## config.mk

```make
export PLATFORM = sky130hd
export DESIGN_NAME = seq_restoring_divider
export DESIGN_NICKNAME = d
export VERILOG_FILES = /design/src/rtl/seq_restoring_divider.sv
export SDC_FILE = /design/constraint.sdc
export NUM_CORES = 1
export LEC_CHECK = 0
export ABC_AREA = 1
export CAP_MARGIN = 15
export CORE_MARGIN = 8
export CORE_UTILIZATION = 53
export CTS_CLUSTER_SIZE = 20
export DETAILED_ROUTE_END_ITERATION = 10
export PLACE_DENSITY_LB_ADDON = 0.25
export REMOVE_ABC_BUFFERS = 1
export SKIP_CTS_REPAIR_TIMING = 1
export SLEW_MARGIN = 10
export SYNTH_ARGS = -nofsm -noshare
export SYNTH_HDL_FRONTEND = slang
export SYNTH_SLANG_ARGS = --single-unit
```

## constraint.sdc

```tcl
create_clock -name clk -period 4.05 [get_ports clk]
set_input_delay 0.81 -clock clk [delete_from_list [all_inputs] [get_ports clk]]
set_output_delay 0.81 -clock clk [all_outputs]
set_load 0.005 [all_outputs]
```

## src/rtl/seq_restoring_divider.sv

```systemverilog
// Iterative unsigned restoring divider: one ripple trial subtraction per cycle,
// WIDTH iterations per divide, with a start/busy/done handshake.
module seq_restoring_divider #(
  parameter int WIDTH = 4
) (
  input  logic             clk,
  input  logic             rst,
  input  logic             start,
  input  logic [WIDTH-1:0] dividend,
  input  logic [WIDTH-1:0] divisor,
  output logic             busy,
  output logic             done,
  output logic [WIDTH-1:0] quotient,
  output logic [WIDTH-1:0] remainder,
  output logic             div_by_zero
);

  localparam int CW = $clog2(WIDTH + 1);

  typedef enum logic [1:0] {IDLE, RUN, DONE} state_t;

  // Handshake: start is accepted at any edge where start=1 and busy=0
  // (IDLE or DONE); busy=1 only in RUN; done is a one-cycle pulse in DONE.
  state_t           state, state_next;
  logic [WIDTH-1:0] q, d;
  // The partial remainder is always below the divisor after each step, so its
  // top bit is structurally zero and only WIDTH bits are kept.
  logic [WIDTH-1:0] r;
  logic [CW-1:0]    cnt;

  logic [WIDTH:0]   r_shift, sub_b;
  logic [WIDTH-1:0] t;
  logic [WIDTH+1:0] carry;
  logic             no_borrow;
  logic             accept;
  logic [WIDTH-1:0] q_next, r_next;

  // Ripple subtract: r_shift + ~{0,d} + 1; carry-out high means no borrow.
  always_comb begin
    r_shift  = {r, q[WIDTH-1]};
    sub_b    = ~{1'b0, d};
    t        = '0;
    carry    = '0;
    carry[0] = 1'b1;
    for (int i = 0; i <= WIDTH; i++) begin
      if (i < WIDTH) t[i] = r_shift[i] ^ sub_b[i] ^ carry[i];
      carry[i+1] = (r_shift[i] & sub_b[i]) | (carry[i] & (r_shift[i] ^ sub_b[i]));
    end
    no_borrow = carry[WIDTH+1];
    r_next    = no_borrow ? t : r_shift[WIDTH-1:0];
    q_next    = {q[WIDTH-2:0], no_borrow};
  end

  always_comb begin
    state_next = state;
    busy       = 1'b0;
    done       = 1'b0;
    accept     = 1'b0;
    case (state)
      IDLE: begin
        accept = start;
        if (start) state_next = (divisor != '0) ? RUN : DONE;
      end
      RUN: begin
        busy = 1'b1;
        if (cnt == CW'(1)) state_next = DONE;
      end
      DONE: begin
        done   = 1'b1;
        accept = start;
        if (start) state_next = (divisor != '0) ? RUN : DONE;
        else       state_next = IDLE;
      end
      default: state_next = IDLE;
    endcase
  end

  always_ff @(posedge clk) begin
    if (rst) begin
      state       <= IDLE;
      q           <= '0;
      r           <= '0;
      d           <= '0;
      cnt         <= '0;
      quotient    <= '0;
      remainder   <= '0;
      div_by_zero <= 1'b0;
    end else begin
      state <= state_next;
      if (accept) begin
        if (divisor != '0) begin
          q           <= dividend;
          r           <= '0;
          d           <= divisor;
          cnt         <= CW'(WIDTH);
          div_by_zero <= 1'b0;
        end else begin
          quotient    <= '1;
          remainder   <= dividend;
          div_by_zero <= 1'b1;
        end
      end else if (state == RUN) begin
        q   <= q_next;
        r   <= r_next;
        cnt <= cnt - CW'(1);
        if (cnt == CW'(1)) begin
          quotient  <= q_next;
          remainder <= r_next;
        end
      end
    end
  end

endmodule
```

==> flow_summary.json <==
{
  "run_status": "finished clean",
  "setup-violations-final": 0,
  "first_iter_violations": 66,
  "critPathArrivalTime_ns": 1.81,
  "hold_crit_class": "register to register",
  "worst_path_max_delay_cell": "clkdlybuf4s50_1",
  "setup_skew_after_layout_ns": 0.0100,
  "synthDominantCellAreaShare": 0.384,
  "yosys.area.top_type": "dfxtp_1",
  "postPlaceCellArea_mm2": 0.00157,
  "r2r_start": "q[3]",
  "die_y_um": 66.5,
  "worst_slew_pin_slew_ns": 0.474,
  "insertion_delay_ns": 0.32,
  "critPathCaptureType": "output port",
  "antenna_found_initial": 0,
  "switching_power_mw": 0.186,
  "ys_seq_elements": 26,
  "synth.avg_cell_area_um2": 6.77,
  "worstSetupStartpointType": "register",
  "place.gp.congestion": 0.899,
  "period_share": 0.647,
  "die_x_um": 66.5,
  "worstHoldPathCells": 2,
  "design.portCount": 22,
  "yosysSeqAreaShare": 0.384,
  "post_route_cells_drive_above_1_share": 0.0545,
  "vias": 1264,
  "power.switching_fraction": 0.318,
  "grt_start_max_net_pins": 19,
  "worstPathRequired_ns": 3.24,
  "tns_ns": 0,
  "drv_cap": 0,
  "synthesis.area_mm2": 0.00135,
  "power-per-cell-area_mw_per_mm2": 365,
  "finalWorstPathRequiredPeriod_ns": 2.62,
  "cts-buffers-inserted": 3,
  "crit-reg2reg-capture": "r[1]",
  "initial_utilization": 0.551,
  "routed_wl_mm": 3.03,
  "dr_wl_met3_um": 148,
  "cts.sink_count": 26,
  "placeableCoreArea_mm2": 0.00245,
  "place_inst": 246,
  "groute.usage.overall": 0.152,
  "wirelength_met1_mm": 1.29,
  "drv_slew": 0,
  "clock_power_share": 0.225,
  "worst_hold_slack_ns": 0.479,
  "yosys_warnings": 0,
  "worst-r2r-cell-count": 10,
  "most_common_cell_after_layout_fill_and_taps_aside": "nand2_1",
  "commonest_non_fill_non_tap_cells_in_the_layout": "46 x nand2_1, 35 x nor2_1, 30 x inv_1",
  "antennaDiodeCount": 0,
  "path_cells": "nand2_1 -> inv_2 -> clkdlybuf4s50_1",
  "worst_path_largest_cell_delay_ns": 0.52,
  "antenna_violating_nets_post_route": 0,
  "finalHoldViolations": 0,
  "reg2reg_slack_ns": 1.64,
  "clkSlewWorstSetupHoldPaths_ns": 0.13,
  "route.detailed.drc": 0,
  "areaGrowthSynthToFinish_pct": 18.6,
  "clock-root-buffer": "clkbuf_4",
  "highest_layer": "met4",
  "io_buffer_count": 21,
  "clk_path_buf_depth": 2,
  "biggest_fanout_along_the_worst_timing_path": 11,
  "p_leak_nw": 0.785,
  "hold-path-endpoint": "d[0]",
  "sequentialPowerShare": 0.498,
  "setup_repair_after_global_routing_missed_its_margin": "false",
  "yosys-top-cells-area": "dfxtp_1 38%, nand2_1 13%, nor2_1 9.7%, nand3_1 8.5%, inv_1 8.3%",
  "met2_length_mm": 1.52,
  "internal-power_mw": 0.400,
  "global_route.overflow_total": 0,
  "maximum_vdd_ir_drop_mv": 0.261,
  "cts_tree": "yes",
  "finish.net_count": 238,
  "via_per_inst": 5.06,
  "place_hpwl_mm": 2.38,
  "drt_pre_antenna_iters": 4,
  "slew-limit-headroom": 0.682,
  "via_count_of_the_first_global_routing_pass": 1246,
  "die_area_mm2": 0.00443,
  "design_area_mm2": 0.00161,
  "path_type_of_the_worst_setup_path": "register to output port",
  "stdcell_count": 250,
  "grt_pass1_wl_mm": 5.35,
  "wire_per_inst_um": 12.1,
  "crit_start": "state[0]",
  "num_rows": 18,
  "hold_path.startpoint": "d[0]",
  "synth_cell_type_count": 21,
  "peak_clock_frequency_supported_by_timing_ghz": 0.382,
  "syn_inst": 200,
  "cts_max_level": 1,
  "combPwrFrac": 0.277
}
-- worst max path at each step --
stage          cells after the start           end  slack (ns)
4_1_cts                            3          busy        1.41
2_1_floorplan                     10  remainder[3]        1.86
6_report                           3          busy        1.43
3_5_place_dp                       6   quotient[2]        1.62
5_1_grt                            3          busy        1.31
3_3_place_gp                       8  remainder[2]        1.66
-- sequential cells by signal, summed over array words and instances, names as in the netlist --
signal	cells
quotient	4
remainder	4
cnt	3
div_by_zero	1
state	2
q	4
d	4
r	4
-- cell families (layout without fill, tap and decap cells) --
| logic type | Yosys count | in the layout | synth area share |
|---|---|---|---|
| simple gates | 114 | 114 | 0.366 |
| compound gates | 16 | 16 | 0.0619 |
| buf+inv | 38 | 58 | 0.116 |
| flops | 26 | 26 | 0.384 |
| fa+ha+maj | 6 | 6 | 0.0721 |
-- power groups by stage --
stage / sequential [mW] / combinational (mW) / clock [mW]
3_3_place_gp: 0.297 / 0.158 / 0
4_1_cts: 0.292 / 0.163 / 0.136
3_5_place_dp: 0.298 / 0.162 / 0
6_report: 0.292 / 0.162 / 0.132
2_1_floorplan: 0.295 / 0.112 / 0
5_1_grt: 0.295 / 0.186 / 0.146
-- per-stage QoR --
step | power (mW) | setup slack, ns | util
3_5_place_dp | 0.460 | 1.62 | 0.639
6_report | 0.586 | 1.43 | 0.654
3_3_place_gp | 0.455 | 1.66 | 0.639
5_1_grt | 0.627 | 1.31 | 0.654
4_1_cts | 0.591 | 1.41 | 0.654
2_1_floorplan | 0.407 | 1.86 | -
-- metal layers --
layer  up-vias  global-route usage
met5         -                   0
met4         0              0.0827
met3        10              0.0252
met2        29               0.259
met1       574               0.175
li1        651                   -
-- cell usage after synthesis (all sizes together) --
cell type and count:
nand3b 4, dfxtp 26, buf 4, or2 1, fa 3, ha 3, nor2 36, nand2 49
clkbuf 1, clkinv 1, o21ai 8, inv 32, a21oi 8, nand3 24
-- area by class of cell --
class                      instances  area [um2]
tap                               30        37.5
timing repair buffer              21         210
fill                             236         850
clock buffer                       4        36.3
multi-input combinational        136         677
inverter                          33         124
sequential                        26         520
-- critical path: cells and delay by family, from the launching register on --
kind / cells / cell delay (ns)
flip-flops: 1 / 0.45
buffers and inverters: 2 / 0.74
AND/OR/NAND/NOR: 1 / 0.30
Note: power is estimated with default switching activity, not from simulation.
